--- src/rtl/booth_digit_accumulator.sv ---
// Radix-2 Booth digit accumulator: consumes recoded {H,D} digits LSB-first and builds a signed N+M-bit product.
// Optional BOOTH_ERR_EN adds a sticky err output that flags the illegal digit code {H,D}=01.
module booth_digit_accumulator #(
    parameter int N = 3,
    parameter int M = 3
) (
    input  logic             clk,
    input  logic             rst_n,
    input  logic             start,
    input  logic [N-1:0]     multiplicand,
    input  logic             dig_valid,
    input  logic             dig_h,
    input  logic             dig_d,
    output logic             dig_ready,
    output logic             busy,
    output logic             done,
`ifdef BOOTH_ERR_EN
    output logic             err,
`endif
    output logic [N+M-1:0]   prod
);

    localparam int W  = N + M;
    localparam int CW = $clog2(M) + 1;
    localparam logic [CW-1:0] LAST_DIGIT = CW'(M - 1);

    typedef enum logic [1:0] {
        ST_IDLE = 2'b00,
        ST_RUN  = 2'b01,
        ST_DONE = 2'b10
    } state_t;

    state_t          state_r;
    logic [CW-1:0]   count_r;
    logic [W-1:0]    acc_r;
    logic [W-1:0]    mc_r;

    logic            dig_accept_s;
    logic            last_digit_s;
    logic [W-1:0]    term_s;
    logic [W-1:0]    addend_s;
    logic [W-1:0]    acc_next_s;

    // Signed contribution of one Booth digit; the illegal code 01 contributes nothing.
    function automatic logic [W-1:0] digit_term(input logic h, input logic d, input logic [W-1:0] term);
        logic [W-1:0] result;
        case ({h, d})
            2'b10:   result = term;
            2'b11:   result = {W{1'b0}} - term;
            default: result = {W{1'b0}};
        endcase
        return result;
    endfunction

    // Digit acceptance and next accumulator value.
    always_comb begin
        dig_accept_s = dig_valid & dig_ready;
        last_digit_s = (count_r == LAST_DIGIT);
        term_s       = mc_r << count_r;
        addend_s     = digit_term(dig_h, dig_d, term_s);
        acc_next_s   = acc_r + addend_s;
    end

    // Control FSM with registered handshake/status outputs and the datapath registers.
    always_ff @(posedge clk or negedge rst_n) begin
        if (!rst_n) begin
            state_r   <= ST_IDLE;
            count_r   <= {CW{1'b0}};
            acc_r     <= {W{1'b0}};
            mc_r      <= {W{1'b0}};
            prod      <= {W{1'b0}};
            dig_ready <= 1'b0;
            busy      <= 1'b0;
            done      <= 1'b0;
`ifdef BOOTH_ERR_EN
            err       <= 1'b0;
`endif
        end else begin
            case (state_r)
                ST_IDLE: begin
                    done <= 1'b0;
                    if (start) begin
                        mc_r      <= {{M{multiplicand[N-1]}}, multiplicand};
                        acc_r     <= {W{1'b0}};
                        count_r   <= {CW{1'b0}};
                        dig_ready <= 1'b1;
                        busy      <= 1'b1;
                        state_r   <= ST_RUN;
`ifdef BOOTH_ERR_EN
                        err       <= 1'b0;
`endif
                    end else begin
                        state_r <= ST_IDLE;
                    end
                end
                ST_RUN: begin
                    if (dig_accept_s) begin
                        acc_r <= acc_next_s;
`ifdef BOOTH_ERR_EN
                        if (!dig_h && dig_d) begin
                            err <= 1'b1;
                        end else begin
                            err <= err;
                        end
`endif
                        // The count stops at the last digit so it never wraps.
                        if (last_digit_s) begin
                            prod      <= acc_next_s;
                            dig_ready <= 1'b0;
                            busy      <= 1'b0;
                            done      <= 1'b1;
                            state_r   <= ST_DONE;
                        end else begin
                            count_r <= count_r + {{(CW-1){1'b0}}, 1'b1};
                        end
                    end else begin
                        state_r <= ST_RUN;
                    end
                end
                ST_DONE: begin
                    done    <= 1'b0;
                    state_r <= ST_IDLE;
                end
                default: begin
                    dig_ready <= 1'b0;
                    busy      <= 1'b0;
                    done      <= 1'b0;
                    state_r   <= ST_IDLE;
                end
            endcase
        end
    end

endmodule

--- config.mk ---
export PLATFORM = sky130hd
export DESIGN_NAME = booth_digit_accumulator
export DESIGN_NICKNAME = d
export VERILOG_FILES = /design/src/rtl/booth_digit_accumulator.sv
export SDC_FILE = /design/constraint.sdc
export NUM_CORES = 1
export LEC_CHECK = 0
export CAP_MARGIN = 10
export CORE_AREA = 2 2 73 75
export CTS_BUF_LIST = sky130_fd_sc_hd__clkbuf_8
export DETAILED_ROUTE_END_ITERATION = 16
export DIE_AREA = 0 0 75 77
export GPL_ROUTABILITY_DRIVEN = 0
export PLACE_DENSITY = 0.53
export SETUP_SLACK_MARGIN = 0.2
export SLEW_MARGIN = 20
export SYNTH_ARGS = -nofsm -noshare
export SYNTH_HDL_FRONTEND = slang
export SYNTH_SLANG_ARGS = --single-unit
--- constraint.sdc ---
create_clock -name clk -period 3.7 [get_ports clk]
set_clock_uncertainty 0.2 [all_clocks]
set_input_delay 0.925 -clock clk [delete_from_list [all_inputs] [get_ports clk]]
set_output_delay 0.925 -clock clk [all_outputs]
set_load 0.1 [all_outputs]
==> impl_metrics.env, run 1 <==
export IMPL_ys_ff_latch=22
export IMPL_place_area_um2=1700
export IMPL_syn_avg_cell_area_um2=9.35
export IMPL_hold_violations=0
export IMPL_required_ns=3.71
export IMPL_setup_viol=0
export IMPL_drive_gt1_frac=0.217
export IMPL_netlist_area_um2=1440
export IMPL_h_tree_depth=1
export IMPL_cts_sinks=22
export IMPL_syn_nets=172
export IMPL_route_detailed_drc=0
export IMPL_path_delay_family="simple AND/OR/NAND/NOR gates"
export IMPL_worstPathMaxFanout=6
export IMPL_max_cap_violations=0
export IMPL_synth_edf_count=0
export IMPL_worst_path_max_delay_cell="dfrtp_1"
export IMPL_ios=18
export IMPL_synthCells=154
export IMPL_setup_worst_path_class="reg -> reg"
export IMPL_grt_total_usage=0.132
export IMPL_cts_root_buf="clkbuf_8"
export IMPL_cp_slowest_stage_delay_ns=0.45
export IMPL_cp_end_kind="register"
export IMPL_synth_common_cells="dfrtp_1 (22), inv_1 (14), nand2_1 (14)"
export IMPL_die_area_um2=5780
export IMPL_antenna_cells=0
export IMPL_drt_iter0_drc=35
export IMPL_first_global_vias=1249
export IMPL_postRouteWirelength_mm=3.38
export IMPL_synth_most_common_cell="dfrtp_1"
export IMPL_status="finished, final reports clean"
export IMPL_ant_nets=0
export IMPL_setup_tns_ns=0
export IMPL_synth_largest_area_cell="dfrtp_1"
export IMPL_post_drt_via_cell_ratio=4.91
export IMPL_min_path_type="reg -> reg"
export IMPL_overflow=0
export IMPL_clock_path_buffers=2
export IMPL_die_y_um=77
export IMPL_vias=1227
export IMPL_grt_pass1_wl_mm=5.99
export IMPL_tightest_slew_ns=0.536
export IMPL_period_needed_ns=3.26
export IMPL_yosys_area_top_type_share=0.382
export IMPL_core_um2=4980
export IMPL_hpwl_mm=2.44
export IMPL_maxSlewViolCount=0
export IMPL_stdcell_area_um2=1810
export IMPL_synthFlopType="dfrtp_1"
export IMPL_utilization=0.363
export IMPL_postSynth_asyncResetShare=1.00
export IMPL_synth_distinct_cells=37
export IMPL_finalNetCount=199
export IMPL_cts_tree="yes"
export IMPL_arrival_ns=3.27
export IMPL_antenna_found_initial=0
export IMPL_areaGrowthSynthToFinish_pct=25.5
export IMPL_cts_buffers_inserted=3
export IMPL_synthTopCellsByArea="dfrtp_1 (38%), ha_1 (7.0%), mux2_2 (5.5%)"
export IMPL_start_kind="register"
export IMPL_clk_pin_slew_ns=0.08
export IMPL_die_w_um=75
export IMPL_crit_chain="nand2b_1 -> nor3_2 -> inv_1 -> ha_1 -> nand2_1 -> o21ai_0 -> nand2_1 -> inv_1 -> ha_1 -> a211oi_1 -> or4b_4 -> o2111ai_4 -> a211o_1 -> nand3_2"
export IMPL_start_util=0.289
export IMPL_rows=26
export IMPL_insertion_delay_ns=0.27
export IMPL_slew_headroom=0.642
export IMPL_grt_max_degree=23
export IMPL_fillers=522
export IMPL_period_share=0.881
export IMPL_ys_warn_count=0
export IMPL_rsz0062_at_grt="false"
export IMPL_yosysSeqAreaShare=0.382
export IMPL_dr_pass1_iters=4
export IMPL_port_buffers=17
export IMPL_avgRoutedWirePerCell_um=13.5
export IMPL_critPathBufInv=2
export IMPL_whs_ns=0.294
export IMPL_fmax_mhz=307
stage by stage:
step | setup WS [ns] | std cells
after floorplan | 0.596 | 154
after global placement | 0.0946 | 244
after detailed placement | 0.0151 | 244
after CTS | 0.296 | 248
after global routing | 0.211 | 250
final | 0.441 | 250
area by class of cell:
cell class,instances,area [um2],area share
Multi-Input combinational cell,113,838,0.464
Sequential cell,22,552,0.305
Timing Repair Buffer,27,223,0.123
Tap cell,70,87.6,0.0484
Clock buffer,4,55.1,0.0304
Inverter,14,52.6,0.0291
logic make-up (layout without fill, tap and decap cells):
kind of cell | after synthesis | in the layout | synth area share
flip-flops | 22 | 22 | 0.382
AND/OR/NAND/NOR | 51 | 51 | 0.196
buffers and inverters | 19 | 45 | 0.0599
AO/OA/AOI/OAI | 40 | 40 | 0.185
adder cells (fa/ha/maj) | 9 | 9 | 0.0834
multiplexers | 9 | 9 | 0.0686
XOR/XNOR | 4 | 4 | 0.0243
placed cells by master, fill, tap and decap left out, drive strengths merged:
cell type      count
dfrtp             22
clkbuf             4
mux2               7
nor3b              2
nand2             14
nor2b              2
and2               1
nand2b             3
o2111ai            1
clkdlybuf4s50      8
or3b               1
or3                2
a22o               4
a211o              4
inv               14
a21o               5
and4b              1
o21ai             11
nand3b             2
and3b              1
nor3               5
nand4              3
o311ai             1
o211ai             1
ha                 8
mux2i              2
nand3              4
buf               19
o221ai             1
fa                 1
a211oi             4
nor2               9
xnor2              4
a21oi              8
or4b               1
layer usage:
metal / share of wire / GRT usage / wire (um) / vias to the layer above
met5: 0 / 0 / 0 / -
met3: 0.031 / 0.0158 / 103 / 7
met1: 0.48 / 0.192 / 1610 / 589
li1: - / - / - / 602
met2: 0.47 / 0.204 / 1600 / 29
met4: 0.019 / 0.0375 / 65 / 0
worst paths after layout:
check,startpoint,end,slack [ns],cells after the start
min reg2reg,done$_DFFE_PN0P_,done$_DFFE_PN0P_,0.29,2
max in group asynchronous,rst_n,mc_r[0]$_DFFE_PN0P_,2.26,2
max reg2reg,count_r[1]$_DFFE_PN0P_,acc_r[5]$_DFFE_PN0P_,0.44,14
min in group asynchronous,rst_n,state_r[0]$_DFFE_PN0P_,0.80,2
min,done$_DFFE_PN0P_,done$_DFFE_PN0P_,0.29,2
max,count_r[1]$_DFFE_PN0P_,acc_r[5]$_DFFE_PN0P_,0.44,14
worst min-delay path, cell delays in order (launching register included):
cell and delay (ns):
dfrtp_1 0.35, nand2_1 0.05, nand2_1 0.06
flip-flops by register name (all words and copies together), names as in the netlist:
name,cells
state_r,2
count_r,3
prod,6
done,1
acc_r,6
mc_r,3
busy,1
repair_timing:
item	in CTS	in global routing
gates resized for setup	0	8
endpoints found under the hold margin	0	0
buffers inserted	0	2
hold buffers	0	0
setup endpoints to repair	0	2
Power of run 1 is left out: the tool's default activity adds up to more than one toggle a clock period on the data nets, which glitch-free logic cannot reach.
==> run 2: changes to the inputs <==
--- a/config.mk
+++ b/config.mk
@@ -8,6 +8,7 @@
 export CAP_MARGIN = 10
 export CORE_AREA = 2 2 73 75
 export CTS_BUF_LIST = sky130_fd_sc_hd__clkbuf_8
+export CTS_CLUSTER_DIAMETER = 80
 export DETAILED_ROUTE_END_ITERATION = 16
 export DIE_AREA = 0 0 75 77
 export GPL_ROUTABILITY_DRIVEN = 0
==> results of run 2 <==
The final DEF is identical to that of run 1; final timing and power are the same.
Power of run 2 is left out for the same reason.
==> run 3: changes to the inputs <==
--- a/config.mk
+++ b/config.mk
@@ -6,13 +6,13 @@
 export NUM_CORES = 1
 export LEC_CHECK = 0
 export CAP_MARGIN = 10
-export CORE_AREA = 2 2 73 75
+export CORE_AREA = 2 2 79 81
 export CTS_BUF_LIST = sky130_fd_sc_hd__clkbuf_8
 export CTS_CLUSTER_DIAMETER = 80
 export DETAILED_ROUTE_END_ITERATION = 16
-export DIE_AREA = 0 0 75 77
+export DIE_AREA = 0 0 81 83
 export GPL_ROUTABILITY_DRIVEN = 0
-export PLACE_DENSITY = 0.53
+export PLACE_DENSITY = 0.48
 export SETUP_SLACK_MARGIN = 0.2
 export SLEW_MARGIN = 20
 export SYNTH_ARGS = -nofsm -noshare
==> run 3 against run 2 <==
- critical path depth shrank 4
- setup slack lost 0.076 ns
- die area grew 16%
- critical endpoint unchanged
==> impl_metrics.env, run 3 (synthesized netlist as in run 1, its figures left out) <==
export IMPL_ant_nets=0
export IMPL_grt_pass1_wl_mm=5.40
export IMPL_first_global_vias=1127
export IMPL_highest_signal_layer="met4"
export IMPL_areaGrowthSynthToFinish_pct=24.8
export IMPL_rows=28
export IMPL_setup_viol=0
export IMPL_worstPathMaxFanout=6
export IMPL_status="finished, final reports clean"
export IMPL_antenna_cells=0
export IMPL_largestRegisters="acc_r: 6 flops, prod: 6 flops"
export IMPL_layout_commonest_cell="dfrtp_1"
export IMPL_core_um2=5820
export IMPL_slew_headroom=0.624
export IMPL_worst_path_max_delay_cell="or4b_2"
export IMPL_setup_tns_ns=0
export IMPL_required_ns=3.65
export IMPL_wl_met2_mm=1.52
export IMPL_crit_chain="clkdlybuf4s50_1 -> inv_1 -> or3_1 -> a21oi_1 -> ha_1 -> o21ai_0 -> or4b_2 -> o2111ai_2 -> a211o_1 -> nand3_2"
export IMPL_antenna_found_initial=0
export IMPL_finalNetCount=196
export IMPL_start_kind="input port"
export IMPL_h_tree_depth=1
export IMPL_route_detailed_drc=0
export IMPL_ff_latch_area_um2=552
export IMPL_dr_wl_met3_um=59
export IMPL_port_buffers=17
export IMPL_postRouteWirelength_mm=3.23
export IMPL_insertion_delay_ns=0.27
export IMPL_cts_root_buf="clkbuf_8"
export IMPL_fmax_mhz=300
export IMPL_cts_sinks=22
export IMPL_vias=1151
export IMPL_multi_input_area_um2=827
export IMPL_min_path_type="reg -> reg"
export IMPL_pre_cts_ws_ns=0.0362
export IMPL_die_area_um2=6720
export IMPL_fillers=641
export IMPL_ios=18
export IMPL_max_cap_violations=0
export IMPL_cts_buffers_inserted=3
export IMPL_cts_hold_buf=0
export IMPL_maxSlewViolCount=0
export IMPL_setup_ws_ns=0.364
export IMPL_arrival_ns=3.29
export IMPL_layout_common_cells="dfrtp_1 (21), buf_4 (16), inv_1 (14), nand2_1 (14), o21ai_0 (11)"
export IMPL_period_needed_ns=3.34
export IMPL_die_y_um=83
export IMPL_start_util=0.248
export IMPL_hold_violations=0
export IMPL_clk_pin_slew_ns=0.08
export IMPL_rsz0062_at_grt="false"
export IMPL_utilization=0.309
export IMPL_hpwl_mm=2.43
export IMPL_dr_pass1_iters=4
export IMPL_clock_path_buffers=2
export IMPL_cp_slowest_stage_delay_ns=0.63
export IMPL_period_share=0.901
export IMPL_overflow=0
export IMPL_grt_total_usage=0.103
export IMPL_cp_end_kind="register"
export IMPL_cts_tree="yes"
export IMPL_setup_worst_path_class="in -> reg"
export IMPL_drt_iter0_drc=47
export IMPL_wl_met1_mm=1.60
export IMPL_drive_gt1_frac=0.198
export IMPL_avgRoutedWirePerCell_um=12.8
export IMPL_post_drt_via_cell_ratio=4.57
export IMPL_die_w_um=81
export IMPL_grt_max_degree=23
export IMPL_tightest_slew_ns=0.561
## run 3: per-layer routing
| layer | GRT usage | up-vias |
|---|---|---|
| met5 | 0 | - |
| met4 | 0.0370 | 0 |
| met3 | 0.0207 | 4 |
| met2 | 0.158 | 11 |
| met1 | 0.143 | 532 |
| li1 | - | 604 |
## run 3: path summary, 6_finish.rpt
path                                         from                    to  slack, ns  cells past startpoint
max reg2reg                count_r[0]$_DFFE_PN0P_  acc_r[5]$_DFFE_PN0P_       0.44                     14
min in group asynchronous                   rst_n   prod[4]$_DFFE_PN0P_       0.81                      2
max in group asynchronous                   rst_n   mc_r[0]$_DFFE_PN0P_       2.25                      2
min                              done$_DFFE_PN0P_      done$_DFFE_PN0P_       0.30                      2
min reg2reg                      done$_DFFE_PN0P_      done$_DFFE_PN0P_       0.30                      2
max                                         dig_d  acc_r[5]$_DFFE_PN0P_       0.36                     10
## run 3: critical path: cells and delay by family
kind,cells,cell delay (ns)
AO/OA/AOI/OAI,4,0.57
adder cells (fa/ha/maj),1,0.15
buffers and inverters,2,0.58
AND/OR/NAND/NOR,3,1.05
## run 3: final cells by class
| class | instances | share of cell area |
|---|---|---|
| flip-flops and latches | 22 | 0.307 |
| multi-input cells | 113 | 0.460 |
| clock buffers | 3 | 0.0230 |
| inverters | 14 | 0.0292 |
| well taps | 75 | 0.0522 |
| repair buffers | 24 | 0.111 |
| clock inverters | 1 | 0.0167 |
## run 3: per-stage QoR
step	hold WS (ns)	instance area, um2	instances
after detailed placement	0.279	1700	248
final	0.295	1800	252
after CTS	0.304	1770	252
after floorplan	0.260	1440	154
after global placement	0.284	1700	248
after global routing	0.327	1800	252
## run 3: timing repair
item,CTS,global route
setup buffers,0,0
setup endpoints to repair,0,2
resized for setup,0,5
Power of run 3 is left out for the same reason.
